**src/rtl/packet_fifo_pkg.sv**
```systemverilog
// Shared types and pointer arithmetic for the packet FIFO.
package packet_fifo_pkg;

  typedef enum logic {
    ACCEPT  = 1'b0,
    DISCARD = 1'b1
  } state_t;

  // Difference of two wrap-bit pointers, reduced modulo 2**pw.
  function automatic logic [31:0] ptr_diff(input logic [31:0] a, input logic [31:0] b, input int pw);
    ptr_diff = (a - b) & ((32'd1 << pw) - 32'd1);
  endfunction

endpackage

```
**src/rtl/fifo_ram.sv**
```systemverilog
// Simple dual-port storage: synchronous write, asynchronous read, no reset on contents.
module fifo_ram #(
  parameter int WIDTH     = 9,
  parameter int ADDR_BITS = 3
) (
  input  logic                 clock,
  input  logic                 wr_en_i,
  input  logic [ADDR_BITS-1:0] wr_addr_i,
  input  logic [WIDTH-1:0]     wr_data_i,
  input  logic [ADDR_BITS-1:0] rd_addr_i,
  output logic [WIDTH-1:0]     rd_data_o
);

  logic [WIDTH-1:0] mem_q [2**ADDR_BITS];

  always_ff @(posedge clock) begin
    if (wr_en_i) mem_q[wr_addr_i] <= wr_data_i;
  end

  assign rd_data_o = mem_q[rd_addr_i];

endmodule

```
**src/rtl/packet_fifo.sv**
```systemverilog
// AXI4-Stream FIFO with tlast transport, optional store-and-forward packet mode with drop/rewind,
// fill level and watermark flags. Output valid one cycle after the committing input handshake.
module packet_fifo
  import packet_fifo_pkg::*;
#(
  parameter int DATA_BITS          = 8,
  parameter int DEPTH_BITS         = 3,
  parameter int PACKET_MODE        = 1,
  parameter int ALMOST_FULL_LEVEL  = 2**DEPTH_BITS - 2,
  parameter int ALMOST_EMPTY_LEVEL = 1,
  parameter int DROP_COUNT_BITS    = 16
) (
  input  logic                       clock,
  input  logic                       reset_n,
  input  logic [DATA_BITS-1:0]       saxis_tdata,
  input  logic                       saxis_tvalid,
  output logic                       saxis_tready,
  input  logic                       saxis_tlast,
  input  logic                       saxis_tuser,
  output logic [DATA_BITS-1:0]       maxis_tdata,
  output logic                       maxis_tvalid,
  input  logic                       maxis_tready,
  output logic                       maxis_tlast,
  output logic [DEPTH_BITS:0]        level,
  output logic                       almost_full,
  output logic                       almost_empty,
  output logic                       drop_pulse,
  output logic [DROP_COUNT_BITS-1:0] drop_count
);

  localparam int PW = DEPTH_BITS + 1;
  localparam logic [PW-1:0] DEPTH_N = PW'(2**DEPTH_BITS);
  localparam logic [PW-1:0] AF_LVL  = PW'(ALMOST_FULL_LEVEL);
  localparam logic [PW-1:0] AE_LVL  = PW'(ALMOST_EMPTY_LEVEL);

  logic [PW-1:0] wr_ptr_q, wr_ptr_d, commit_ptr_q, commit_ptr_d, rd_ptr_q, rd_ptr_d;
  state_t        state_q, state_d;
  logic          drop_pulse_q, drop_pulse_d;
  logic [DROP_COUNT_BITS-1:0] drop_count_q, drop_count_d;

  logic [PW-1:0]    used, committed;
  logic             full, overflow, wr_hs, rd_hs, mem_we, drop_evt;
  logic [DATA_BITS:0] rd_word;

  assign used      = PW'(ptr_diff(32'(wr_ptr_q), 32'(rd_ptr_q), PW));
  assign committed = PW'(ptr_diff(32'(commit_ptr_q), 32'(rd_ptr_q), PW));
  assign full      = (used == DEPTH_N);
  // An open packet filling the whole memory can never commit, so it must be thrown away.
  assign overflow  = (PACKET_MODE != 0) && (state_q == ACCEPT) && full && (commit_ptr_q == rd_ptr_q);

  assign saxis_tready = reset_n && ((state_q == DISCARD) || !full);
  assign maxis_tvalid = (rd_ptr_q != commit_ptr_q);
  assign wr_hs        = saxis_tvalid && saxis_tready;
  assign rd_hs        = maxis_tvalid && maxis_tready;

  assign maxis_tdata  = rd_word[DATA_BITS-1:0];
  assign maxis_tlast  = rd_word[DATA_BITS];
  assign level        = used;
  assign almost_full  = (used >= AF_LVL);
  assign almost_empty = (committed <= AE_LVL);
  assign drop_pulse   = drop_pulse_q;
  assign drop_count   = drop_count_q;

  fifo_ram #(
    .WIDTH     (DATA_BITS + 1),
    .ADDR_BITS (DEPTH_BITS)
  ) u_ram (
    .clock     (clock),
    .wr_en_i   (mem_we),
    .wr_addr_i (wr_ptr_q[DEPTH_BITS-1:0]),
    .wr_data_i ({saxis_tlast, saxis_tdata}),
    .rd_addr_i (rd_ptr_q[DEPTH_BITS-1:0]),
    .rd_data_o (rd_word)
  );

  always_comb begin
    state_d      = state_q;
    wr_ptr_d     = wr_ptr_q;
    commit_ptr_d = commit_ptr_q;
    rd_ptr_d     = rd_ptr_q;
    drop_count_d = drop_count_q;
    drop_pulse_d = 1'b0;
    mem_we       = 1'b0;
    drop_evt     = 1'b0;

    if (rd_hs) rd_ptr_d = rd_ptr_q + 1'b1;

    case (state_q)
      ACCEPT: begin
        if (overflow) begin
          state_d  = DISCARD;
          wr_ptr_d = commit_ptr_q;
        end else if (wr_hs) begin
          if ((PACKET_MODE != 0) && saxis_tlast && saxis_tuser) begin
            wr_ptr_d = commit_ptr_q;
            drop_evt = 1'b1;
          end else begin
            mem_we   = 1'b1;
            wr_ptr_d = wr_ptr_q + 1'b1;
            if ((PACKET_MODE == 0) || saxis_tlast) commit_ptr_d = wr_ptr_q + 1'b1;
          end
        end
      end
      DISCARD: begin
        if (wr_hs && saxis_tlast) begin
          state_d  = ACCEPT;
          drop_evt = 1'b1;
        end
      end
      default: state_d = ACCEPT;
    endcase

    if (drop_evt) begin
      drop_pulse_d = 1'b1;
      if (!(&drop_count_q)) drop_count_d = drop_count_q + 1'b1;
    end
  end

  always_ff @(posedge clock or negedge reset_n) begin
    if (!reset_n) begin
      state_q      <= ACCEPT;
      wr_ptr_q     <= '0;
      commit_ptr_q <= '0;
      rd_ptr_q     <= '0;
      drop_pulse_q <= 1'b0;
      drop_count_q <= '0;
    end else begin
      state_q      <= state_d;
      wr_ptr_q     <= wr_ptr_d;
      commit_ptr_q <= commit_ptr_d;
      rd_ptr_q     <= rd_ptr_d;
      drop_pulse_q <= drop_pulse_d;
      drop_count_q <= drop_count_d;
    end
  end

endmodule

```
**config.mk**
```make
export PLATFORM = sky130hd
export DESIGN_NAME = packet_fifo
export DESIGN_NICKNAME = d
export VERILOG_FILES = /design/src/rtl/packet_fifo_pkg.sv /design/src/rtl/fifo_ram.sv /design/src/rtl/packet_fifo.sv
export SDC_FILE = /design/constraint.sdc
export NUM_CORES = 1
export LEC_CHECK = 0
export ABC_AREA = 1
export BUFFER_PORTS_ARGS = -buffer_cell sky130_fd_sc_hd__buf_2
export CELL_PAD_IN_SITES_DETAIL_PLACEMENT = 1
export CELL_PAD_IN_SITES_GLOBAL_PLACEMENT = 2
export CORE_ASPECT_RATIO = 0.9
export CORE_MARGIN = 2
export CORE_UTILIZATION = 41
export CTS_CLUSTER_DIAMETER = 100
export CTS_CLUSTER_SIZE = 25
export DETAILED_ROUTE_END_ITERATION = 7
export GPL_TIMING_DRIVEN = 0
export PLACE_DENSITY_LB_ADDON = 0.25
export RECOVER_POWER = 25
export SLEW_MARGIN = 20
export SYNTH_ARGS = -nofsm -noshare
export SYNTH_HDL_FRONTEND = slang
export SYNTH_SLANG_ARGS = --single-unit
export TNS_END_PERCENT = 30
```
**constraint.sdc**
```tcl
create_clock -name clock -period 6.55 [get_ports clock]
set_input_delay 0.3275 -clock clock [delete_from_list [all_inputs] [get_ports clock]]
set_output_delay 0.3275 -clock clock [all_outputs]
set_load 0.1 [all_outputs]
```
======== Word-level counts from Yosys, hierarchy flattened ========
Memory sizes are Yosys's and may differ from the RTL's.
Index checks and enable logic that the tools add are counted.
storage, ports and cells
  bits of input ports ..................... 14
  memory bits (writable) .................. 72
  memories kept ........................... 1
  register bits ........................... 30
  logic and storage cells ................. 53
operators by class
  bitwise gates (word level) .............. 4
  equality and inequality tests ........... 3
  reductions and logical operators ........ 14
  muxes and demuxes ....................... 18
  order comparisons ....................... 2
  $add $sub $neg .......................... 5
memory list
  name         words  bits a word  rd ports  clocked after Yosys merged registers in  write ports  line            RTL
  u_ram.mem_q  8      9            1         0                                        1            fifo_ram.sv:14  logic [WIDTH-1:0] mem_q [2**ADDR_BITS];
operator list
  cell                                                                                  number
  16-bit by 1-bit adder with 16-bit output (second input constant)                      1
  16-bit AND reduction                                                                  1
  1-bit 2-to-1 mux                                                                      13
  4-bit 2-to-1 mux                                                                      3
  4-bit by 1-bit adder with 4-bit output (second input constant)                        2
  4-bit subtractor                                                                      2
  1-bit logical AND                                                                     7
  5-bit AND reduction                                                                   1
  4-bit == test                                                                         1
  4-bit == test (second input constant)                                                 1
  4-bit by 3-bit greater-or-equal comparator with 1-bit output (second input constant)  1
  4-bit by 1-bit <= comparator with 1-bit output (second input constant)                1
  4-bit inequality test                                                                 1
  1-bit NOT                                                                             4
  1-bit case mux with 2 select lines                                                    2
  2-bit AND reduction                                                                   2
  2-bit nonzero test                                                                    1
  1-bit zero test                                                                       1
  1-bit logical OR                                                                      1

======== Longest topological paths before layout ========
Gate-level depths: netlist (run 1).
  depth after elaboration ................. 11
  gate-level depth with buffers ........... 14
  gate-level depth less buffers ........... 14

======== Cells and area by module ========
A second synthesis (run 1) with hierarchy kept.
unflattened totals
  cells, all modules ...................... 589
  area total of the unflattened synthesis .. 5226.3 µm²
modules (own cells, without submodules)
  module       times used  area an instance (µm²)  cells each
  fifo_ram     1           3228.1                  328
  packet_fifo  1           1998.2                  261

======== Worst setup path after synthesis (run 1) ========
No wires, ideal clock.
  path type ............................... register to output
  from .................................... register rd_ptr_q[1]
  to ...................................... output port saxis_tready
  setup slack ............................. 1.889 ns
  cell stages (with the launch flop) ...... 9
  data arrival time ....................... 4.334 ns
  required time ........................... 6.222 ns
  path buffers ............................ 1
  cells stage by stage .................... dfrtp_1 -> inv_1 -> clkbuf_1 -> ha_1 -> nand3_1 -> nand2_1 -> nand2_1 -> nand2_1 -> a21boi_0
on the way
  longest elaborated chain between the ends .. 5
RTL lines
  what                    line                   RTL
  from (decl)             packet_fifo.sv:36      logic [PW-1:0] wr_ptr_q, wr_ptr_d, commit_ptr_q, commit_ptr_d, rd_ptr_q, rd_ptr_d;
  from (signal assigned)  packet_fifo.sv:131     rd_ptr_q <= rd_ptr_d;
  4-bit subtractor        packet_fifo_pkg.sv:11  ptr_diff = (a - b) & ((32'd1 << pw) - 32'd1);
  named net level[3]      packet_fifo.sv:24      output logic [DEPTH_BITS:0] level,
  4-bit == test           packet_fifo.sv:47      assign full = (used == DEPTH_N);
  1-bit zero test         packet_fifo.sv:51      assign saxis_tready = reset_n && ((state_q == DISCARD) || !full);
  1-bit logical OR        packet_fifo.sv:51
  1-bit logical AND       packet_fifo.sv:51
  to (decl)               packet_fifo.sv:17      output logic saxis_tready,
The timed path passes the listed nets, and every way through them passes these cells.

======== Worst setup path in the final report (run 1) ========
  from .................................... register rd_ptr_q[1]
  to ...................................... memory u_ram.mem_q[4][8] (enable)
on the way
  longest elaborated chain between the ends .. 11
  elaborated cells on any way between the ends .. 14
  those cells by class .................... add/sub (1); eq/ne (2); mux (5); reduce/logical (6)
RTL lines
  what                                        line                   RTL
  4-bit subtractor                            packet_fifo_pkg.sv:11
  4-bit == test                               packet_fifo.sv:47
  1-bit zero test                             packet_fifo.sv:51
  1-bit logical OR                            packet_fifo.sv:51
  1-bit logical AND                           packet_fifo.sv:51
  1-bit logical AND                           packet_fifo.sv:53      assign wr_hs = saxis_tvalid && saxis_tready;
  1-bit 2-to-1 mux                            packet_fifo.sv:93      end else if (wr_hs) begin
  1-bit 2-to-1 mux (*)                        packet_fifo.sv:90      if (overflow) begin
  1-bit 2-to-1 mux (*)                        packet_fifo.sv:88      case (state_q)
  1-bit 2-to-1 mux (*)                        fifo_ram.sv:17         if (wr_en_i) mem_q[wr_addr_i] <= wr_data_i;
  1-bit 2-to-1 mux (implied by the code) (*)  fifo_ram.sv:17
  to (decl)                                   fifo_ram.sv:14
Mark *: on every way between the ends. The rest lies on a longest branch, timed or not.

==> results of run 1 <==
-- area by class of cell --
class                   instances  share of cell area
inverters                      28              0.0186
clock inverters                 5              0.0108
repair buffers                 48              0.0411
clock buffers                  11              0.0411
well taps                     156              0.0345
multi-input cells             332               0.324
plain buffers                  18              0.0157
flip-flops and latches        102               0.515
-- per-layer routing --
| metal | global-route usage | wire length (um) |
|---|---|---|
| met5 | 0 | 0 |
| met4 | 0.0672 | 153 |
| met3 | 0.0438 | 360 |
| met2 | 0.386 | 6710 |
| met1 | 0.261 | 5770 |
-- stage by stage --
stage | hold slack (ns) | std cells
floorplan | 0.0319 | 480
global placement | 0.452 | 683
detailed placement | 0.465 | 684
CTS | 0.0951 | 700
global route | 0.116 | 700
finish | 0.0588 | 700
-- synth_stat cells (2+ instances only) --
library cell  instances  share of area
nor3_1                4         0.0041
nand2_1              73          0.056
a31oi_1               9          0.011
nand4_1              19          0.024
ha_1                  9          0.023
dfrtp_1              30           0.15
a21boi_0              2         0.0030
inv_1                23          0.018
fa_1                  2         0.0081
xor2_1               14          0.025
nor2_1               86          0.065
inv_2                 4         0.0030
edfxtp_1             72           0.44
nand3_1              19          0.019
a21oi_1               5         0.0051
o21ai_0              38          0.039
o21a_1                3         0.0046
nand3_2               4         0.0081
nand2_2              14          0.018
xnor2_1               8          0.014
nand2_4               5          0.011
clkbuf_1             15          0.011
o22ai_1               9          0.011
-- state kept, by name (all words and copies together), names as in the netlist --
name,count
u_ram.mem_q,72
drop_count,16
commit_ptr_q,4
rd_ptr_q,4
wr_ptr_q,4
drop_pulse,1
state_q,1
-- placed cells by master (no fill, tap or decap), types with 2 or more instances in the layout --
cell       count
nor2_1        86
nand2_1       73
edfxtp_1      72
buf_2         40
o21ai_0       38
dfrtp_1       30
clkbuf_1      25
inv_1         23
nand3_1       19
nand4_1       19
xor2_1        14
nand2_2       14
o22ai_1        9
a31oi_1        9
ha_1           9
clkbuf_16      9
xnor2_1        8
a21oi_1        5
nand2_4        5
inv_2          4
nand3_2        4
nor3_1         4
o21a_1         3
a21boi_0       2
buf_4          2
fa_1           2
clkinv_4       2
-- how the worst max path moves through the flow --
stage | start | endpoint | slack [ns] | cells past startpoint
2_1_floorplan | rd_ptr_q[1] | saxis_tready | 1.89 | 8
3_3_place_gp | rd_ptr_q[1] | u_ram.mem_q[7][0] | 2.49 | 10
3_5_place_dp | rd_ptr_q[1] | u_ram.mem_q[4][0] | 2.80 | 12
4_1_cts | rd_ptr_q[1] | u_ram.mem_q[4][7] | 2.79 | 12
5_1_grt | rd_ptr_q[1] | u_ram.mem_q[4][7] | 2.59 | 12
6_report | rd_ptr_q[1] | u_ram.mem_q[4][8] | 2.88 | 12
-- kinds of logic after synthesis --
group	Yosys count
XOR/XNOR	22
adder cells (fa/ha/maj)	11
AND/OR/NAND/NOR	232
flip-flops	102
buffers and inverters	46
AO/OA/AOI/OAI	67
-- critical path: cells and delay by family, from the launching register on --
family                   cells  cell delay [ns]
AND/OR/NAND/NOR              9             1.77
buffers and inverters        2             0.70
flip-flops                   1             0.45
adder cells (fa/ha/maj)      1             0.37
==> impl_metrics.csv, run 1 <==
group,metric,value,unit
final_layout,fin_nets,564,
synth,syn_avg_cell_area,10.3,um2
setup_path,r2r-start,"rd_ptr_q[1]",
final_layout,final_area,0.00566,mm2
sta,tns,0,ns
final_layout,final_layout_size_suffix_gt1_frac,0.169,
clock_tree,ctsResizeCount,0,
setup_path,cp-end-kind,"register",
clock_tree,clk_latency,0.35,ns
hold_path,min_path_type,"primary input to asynchronous set/reset pin",
sta,finalCriticalPeriod,3.67,ns
place,port_buffers,47,
synth,synth_cell_types,36,
synth,ys.flop_type,"edfxtp_1",
setup_path,cp_common_cell,"nand2_1",
synth,synth_compound_area_frac,0.0758,
route,vias,3699,
floorplanning,ios,48,
route,ant_nets,0,
status,outcome,"completed",
clock_tree,htreeDepth,3,
setup_path,startpoint_type,"register",
clock_tree,clkTransAtPathRegs,0.07,ns
setup_path,crit_slowest_cell,"nor2_1",
synth,synth_xor_area_frac,0.0391,
route,wl_per_cell,18.6,um
setup_path,crit_fanout,12,
final_layout,seqCellArea,0.00291,mm2
synth,yosysSeqAreaShare,0.591,
job,maxCapViolations,0,
sta,clock-skew-final,0.00816,ns
place,routabilityCongestion,0.796,
route,drt_wl_total,13.0,mm
clock_tree,cts_hold_buf,0,
setup_path,crit_type,"register to register",
synth,syn_inst,480,
synth,synth_fa_ha_area_frac,0.0309,
setup_path,cp_data_required_time,6.52,ns
synth,async_flop_share,0.294,
floorplanning,die_height,108,um
route,drc_errors,0,
clock_tree,cts.sinks,102,
final_layout,multiInputGateArea,0.00183,mm2
floorplanning,core-area,0.0116,mm2
sta,worst_slack,2.88,ns
clock_tree,cts_tree,"built",
sta,finalSetupViolations,0,
clock_tree,numCtsBuffers,9,
global_route,track_usage,0.215,
sta,max_freq,273,MHz
clock_tree,root_buffer,"clkbuf_16",
sta,rsz0062_at_grt,"no",
final_layout,utilization,0.489,
place,placed_cell_area,0.00538,mm2
floorplanning,initial_core_util,0.426,
global_route,grt_pass1_vias,4030,
setup_path,r2r-end,"u_ram.mem_q[4][8]",
synth,ys_warn_count,0,
synth,synth-simple-area-share,0.224,
final_layout,n_antenna_cell,0,
sta,hold_viol,0,
floorplanning,dieArea,0.0129,mm2
clock_tree,post_cts_buffers,0,
place,place_worst_setup_slack,2.80,ns
setup_path,worst-r2r-cell-count,12,
global_route,grt_overflow,0,
sta,worstMarginPinSlew,1.03,ns
synth,muxShareOfSynthArea,0,
setup_path,ff2ff_setup_slack,2.88,ns
route,drtIter0Drc,179,
global_route,grt_max_degree,35,
sta,slew_headroom,0.311,
route,drt_pass1_iterations,4,
route,avgViaCountPerCell,5.28,
sta,maxSlewViolCount,0,
sta,period_share,0.560,
setup_path,worstPathArrival,3.64,ns
synth,synth_nets,505,
global_route,antenna_found_initial,0,
final_layout,area_growth_syn_to_layout,14.8,%
synth,syn_area,0.00493,mm2
final_layout,fillers,1318,
global_route,grt_pass1_wl,20.9,mm
clock_tree,cts_max_path_buffers,2,
setup_path,slowest_delay,0.80,ns
setup_path,path_cells,"inv_1 > clkbuf_1 > ha_1 > nand2_1 > nand2_1 > nand2_1 > nand2_1 > nand3_2 > nand3_2 > nor3_4 > nand2_1 > nor2_1",
synth,synth-seq-cells,102,
floorplanning,num_rows,37,
place,dp_hpwl,9.03,mm
floorplanning,die_w,120,um
synth,synth-edff-count,72,
synth,synth_top_family_by_area,"simple AND/OR/NAND/NOR gates",
Power of run 1 is not shown: default switching activity piles up to over one toggle a cycle in this logic, so the estimate is an artifact.
==> run 2, diff against run 1 <==
- CORE_UTILIZATION: 41 -> 35
- clock period: 6.55 -> 3 ns (I/O delays scaled with it)
==> run 2 against run 1 <==
  * Via count rose by 0.51%
  * Clock skew fell by 0.00055 ns
  * Critical path type is now register to primary output
  * Register-to-register slack got worse by 2.7 ns
  * Worst setup slack got worse by 2.7 ns
  * Flip-flop and latch count did not move
==> impl_metrics.csv, run 2 (same netlist as run 1, synthesis figures left out) <==
group,metric,value,unit
place,placed_cell_area,0.00544,mm2
setup_path,cp_data_required_time,2.85,ns
setup_path,crit_buf_inv,3,
route,wl_per_cell,17.3,um
sta,max_freq,354,MHz
clock_tree,clkTransAtPathRegs,0.06,ns
sta,finalCriticalPeriod,2.83,ns
global_route,grt_overflow,0,
floorplanning,ios,48,
sta,maxSlewViolCount,0,
final_layout,final_area,0.00591,mm2
setup_path,cp_top_family,"buffers and inverters",
route,wl_met3,586,um
final_layout,layout_common_cells,"nor2_1 (79), edfxtp_1 (72), nand2_1 (70)",
sta,tns,0,ns
final_layout,fillers,1553,
setup_path,path_cells,"clkbuf_1 > clkbuf_2 > nor2_1 > o22ai_1 > nor2_1 > a31oi_1 > clkbuf_4",
final_layout,largest_register,"u_ram.mem_q",
route,drc_errors,0,
setup_path,ff2ff_setup_slack,0.18,ns
setup_path,slowest_delay,0.47,ns
global_route,grt_pass1_vias,3693,
place,dp_hpwl,8.91,mm
final_layout,largest_reg_flops,72,
setup_path,cp-end-kind,"primary output",
place,routabilityCongestion,0.770,
route,topRoutingLayerUsed,"met4",
final_layout,fin_nets,577,
final_layout,layoutNonFillerInstCount,749,
final_layout,n_antenna_cell,0,
final_layout,area_growth_syn_to_layout,19.9,%
floorplanning,die_w,129,um
global_route,grt_max_degree,35,
setup_path,crit_fanout,10,
route,ant_nets,0,
final_layout,final_layout_size_suffix_gt1_frac,0.212,
place,port_buffers,47,
route,met1_length,6.33,mm
final_layout,final_common_cell,"nor2_1",
route,wl_met2,5.94,mm
floorplanning,core-area,0.0139,mm2
setup_path,cp_common_cell,"nor2_1",
global_route,antenna_found_initial,0,
floorplanning,die_height,117,um
sta,slew_headroom,0.427,
job,maxCapViolations,0,
setup_path,worstPathArrival,2.68,ns
sta,rsz0062_at_grt,"no",
floorplanning,initial_core_util,0.355,
hold_path,min_path_type,"primary input to register",
status,outcome,"completed",
sta,worstMarginPinSlew,0.859,ns
clock_tree,htreeDepth,3,
setup_path,startpoint_type,"register",
clock_tree,numCtsBuffers,9,
setup_path,crit_slowest_cell,"dfrtp_1",
sta,finalSetupViolations,0,
global_route,grt_pass1_wl,20.4,mm
sta,period_share,0.942,
clock_tree,cts.sinks,102,
floorplanning,num_rows,41,
global_route,track_usage,0.182,
clock_tree,root_buffer,"clkbuf_16",
route,drtIter0Drc,231,
floorplanning,dieArea,0.0151,mm2
sta,clock-skew-final,0.00761,ns
clock_tree,clk_latency,0.34,ns
setup_path,crit_type,"register to primary output",
route,vias,3718,
route,drt_wl_total,13.0,mm
place,placedCellCount,720,
clock_tree,cts_max_path_buffers,2,
sta,hold_viol,0,
clock_tree,cts_tree,"built",
route,drt_pass1_iterations,5,
route,avgViaCountPerCell,4.96,
run 2: cell types whose count changed in the layout (fill, tap and decap cells not counted), sizes merged:
cell	before	now
clkbuf	34	37
nor2	87	88
clkinvlp	0	1
bufinv	1	0
dlygate4sd3	0	1
buf	43	52
inv	28	26
run 2: metrics by stage:
step | util | hold WS [ns] | worst slack, ns
3_5_place_dp | 0.391 | 0.298 | -0.726
4_1_cts | 0.421 | 0.0967 | 0.00731
5_1_grt | 0.425 | 0.103 | 0.00338
6_report | 0.425 | 0.102 | 0.173
3_3_place_gp | 0.391 | 0.282 | -0.598
2_1_floorplan | - | -0.146 | -0.213
run 2: layer usage:
metal / track usage / vias up
met5: 0 / -
met4: 0.0478 / 0
met3: 0.0334 / 7
met2: 0.285 / 70
met1: 0.262 / 1844
li1: - / 1797
run 2: worst paths after layout:
kind	startpoint	end	cells after the start
setup / recovery	rd_ptr_q[0]	maxis_tdata[1]	7
hold / removal	maxis_tready	rd_ptr_q[0]	3
setup reg to reg	wr_ptr_q[0]	u_ram.mem_q[1][4]	11
hold reg to reg	commit_ptr_q[0]	commit_ptr_q[0]	2
max in group asynchronous	reset_n	drop_count[4]	2
min in group asynchronous	reset_n	rd_ptr_q[2]	2
run 2: layout make-up:
class,instances,area [um2],area share
multi-input cells,333,1920,0.325
plain buffers,17,90.1,0.0152
clock inverters,3,12.5,0.00212
repair buffers,61,390,0.0660
well taps,193,241,0.0408
inverters,28,109,0.0184
flip-flops and latches,102,2910,0.493
clock buffers,12,236,0.0400
run 2: what timing repair did:
| action | CTS | global route |
|---|---|---|
| setup buffers | 8 | 5 |
| hold buffers | 1 | 0 |
| endpoints found under the hold margin | 30 | 0 |
| endpoints found under the setup margin | 76 | 70 |
| cloned | 0 | 1 |
| resized for setup | 16 | 9 |
| pin swaps | 6 | 3 |
run 2: tightest hold or removal path, stage by stage:
cell	delay, ns
buf_2	0.10
a21oi_1	0.06
nor2_1	0.08
Power of run 2 is left out for the same reason.
==> run 3, diff against run 2 <==
- CORE_ASPECT_RATIO: 0.9 -> 1.2
==> run 3 against run 2 <==
  * First-iteration DRC count down 30%
  * Flip-flop and latch count unchanged
  * Maximum frequency up 1.1%
  * Critical path depth unchanged
  * Worst setup slack better by 0.031 ns
  * Register-to-register slack better by 0.04 ns
  * Sequential share of layout area up 0.22 points
  * Via count down 0.30%
  * Clock skew down 0.00056 ns
  * Count of clock-buffer cells in the layout up 1
  * Routed wire length up 2.2%
  * Utilization up 0.25 points
  * Critical endpoint is now maxis_tdata[2]
==> impl_metrics.csv, run 3 (same netlist as run 1, synthesis figures left out) <==
group,metric,value,unit
status,outcome,"completed",
sta,slew_headroom,0.443,
final_layout,fin_nets,574,
clock_tree,clkTransAtPathRegs,0.07,ns
final_layout,final_layout_size_suffix_gt1_frac,0.213,
sta,finalCriticalPeriod,2.80,ns
setup_path,cp.depth,7,
clock_tree,numCtsBuffers,9,
clock_tree,root_buffer,"clkbuf_16",
floorplanning,die_height,134,um
setup_path,startpoint_type,"register",
setup_path,cp_data_required_time,2.85,ns
place,place_worst_setup_slack,-0.823,ns
floorplanning,ios,48,
route,drt_wl_total,13.3,mm
setup_path,ff2ff_setup_slack,0.22,ns
place,dp_hpwl,9.12,mm
floorplanning,initial_core_util,0.358,
global_route,track_usage,0.185,
floorplanning,die_w,112,um
setup_path,worstPathArrival,2.65,ns
setup_path,slowest_delay,0.49,ns
sta,hold_viol,0,
setup_path,cp_top_family,"buffers and inverters",
clock_tree,htreeDepth,3,
floorplanning,num_rows,47,
hold_path,min_path_cells,3,
setup_path,crit_type,"register to primary output",
job,maxCapViolations,0,
setup_path,cp-end-kind,"primary output",
setup_path,crit_slowest_cell,"dfrtp_1",
floorplanning,core-area,0.0138,mm2
route,wl_per_cell,18.3,um
setup_path,crit_buf_inv,3,
clock_tree,cts.sinks,102,
final_layout,largest_reg_flops,72,
place,port_buffers,47,
final_layout,layout_common_cells,"nor2_1 (79), edfxtp_1 (72), nand2_1 (70)",
place,routabilityCongestion,0.735,
final_layout,area_growth_syn_to_layout,19.4,%
global_route,grt_max_degree,35,
global_route,grt_pass1_vias,3959,
route,drc_errors,0,
route,drtIter0Drc,162,
route,avgViaCountPerCell,5.11,
clock_tree,cts_tree,"built",
sta,maxSlewViolCount,0,
sta,worstMarginPinSlew,0.829,ns
clock_tree,clk_latency,0.35,ns
route,vias,3707,
route,ant_nets,0,
sta,whs,0.112,ns
final_layout,final_common_cell,"nor2_1",
global_route,grt_pass1_wl,21.5,mm
sta,worst_slack,0.204,ns
setup_path,worst-r2r-cell-count,10,
sta,period_share,0.932,
setup_path,crit_fanout,10,
sta,rsz0062_at_grt,"no",
global_route,grt_overflow,0,
floorplanning,dieArea,0.0151,mm2
final_layout,n_antenna_cell,0,
sta,max_freq,358,MHz
route,drt_pass1_iterations,7,
sta,clock-skew-final,0.00705,ns
hold_path,min_path_type,"primary input to register",
sta,finalSetupViolations,0,
sta,tns,0,ns
clock_tree,cts_max_path_buffers,2,
final_layout,largest_register,"u_ram.mem_q",
global_route,antenna_found_initial,0,
setup_path,path_cells,"clkbuf_1 > clkbuf_2 > nor2_1 > o22ai_1 > nor2_1 > a31oi_1 > buf_2",
setup_path,cp_common_cell,"nor2_1",
-- run 3: cell types whose count changed in the layout (fill, tap and decap cells not counted) --
cell / delta
buf_4: -3
clkinv_1: -2
clkinv_4: +1
buf_12: +1
clkbuf_8: +1
nor2_4: -1
clkbuf_4: -3
clkinvlp_4: +1
buf_2: +3
-- run 3: worst paths after layout --
check	from	endpoint
max in group asynchronous	reset_n	wr_ptr_q[2]
min	maxis_tready	rd_ptr_q[0]
max	rd_ptr_q[0]	maxis_tdata[2]
min reg2reg	commit_ptr_q[0]	commit_ptr_q[0]
min in group asynchronous	reset_n	drop_count[6]
max reg2reg	wr_ptr_q[0]	u_ram.mem_q[3][5]
-- run 3: final cells by class --
cell class	count	area [um2]
multi-input combinational	332	1910
sequential	102	2910
fill	1599	7870
tap	171	214
clock buffer	13	250
buffer	17	90.1
inverter	28	109
timing repair buffer	59	380
clock inverter	3	21.3
-- run 3: worst register-to-register path, delay by kind of cell, from the launching register on --
kind / cells / cell delay (ns)
fa+ha+maj: 2 / 0.67
buf+inv: 1 / 0.17
flops: 1 / 0.41
simple gates: 7 / 1.19
-- run 3: what timing repair did --
action | 4_1_cts | 5_1_grt
endpoints found under the hold margin | 30 | 0
setup endpoints to repair | 74 | 81
resized for setup | 17 | 4
pin swaps | 7 | 1
hold buffers | 1 | 0
setup buffers | 8 | 3
-- run 3: per-layer routing --
metal | vias to the layer above | part of all wire | global-route usage | wire length [um]
met4 | 0 | 0.016 | 0.0562 | 212
li1 | 1788 | - | - | -
met2 | 63 | 0.52 | 0.327 | 6850
met3 | 13 | 0.025 | 0.0312 | 337
met1 | 1843 | 0.44 | 0.232 | 5870
met5 | - | 0 | 0 | 0
-- run 3: metrics by stage --
stage	utilization	cell area [um2]	instances
5_1_grt	0.428	5890	725
3_5_place_dp	0.393	5410	698
3_3_place_gp	0.393	5400	698
2_1_floorplan	-	4950	480
4_1_cts	0.427	5870	722
6_report	0.428	5890	725
Power of run 3 is left out for the same reason.
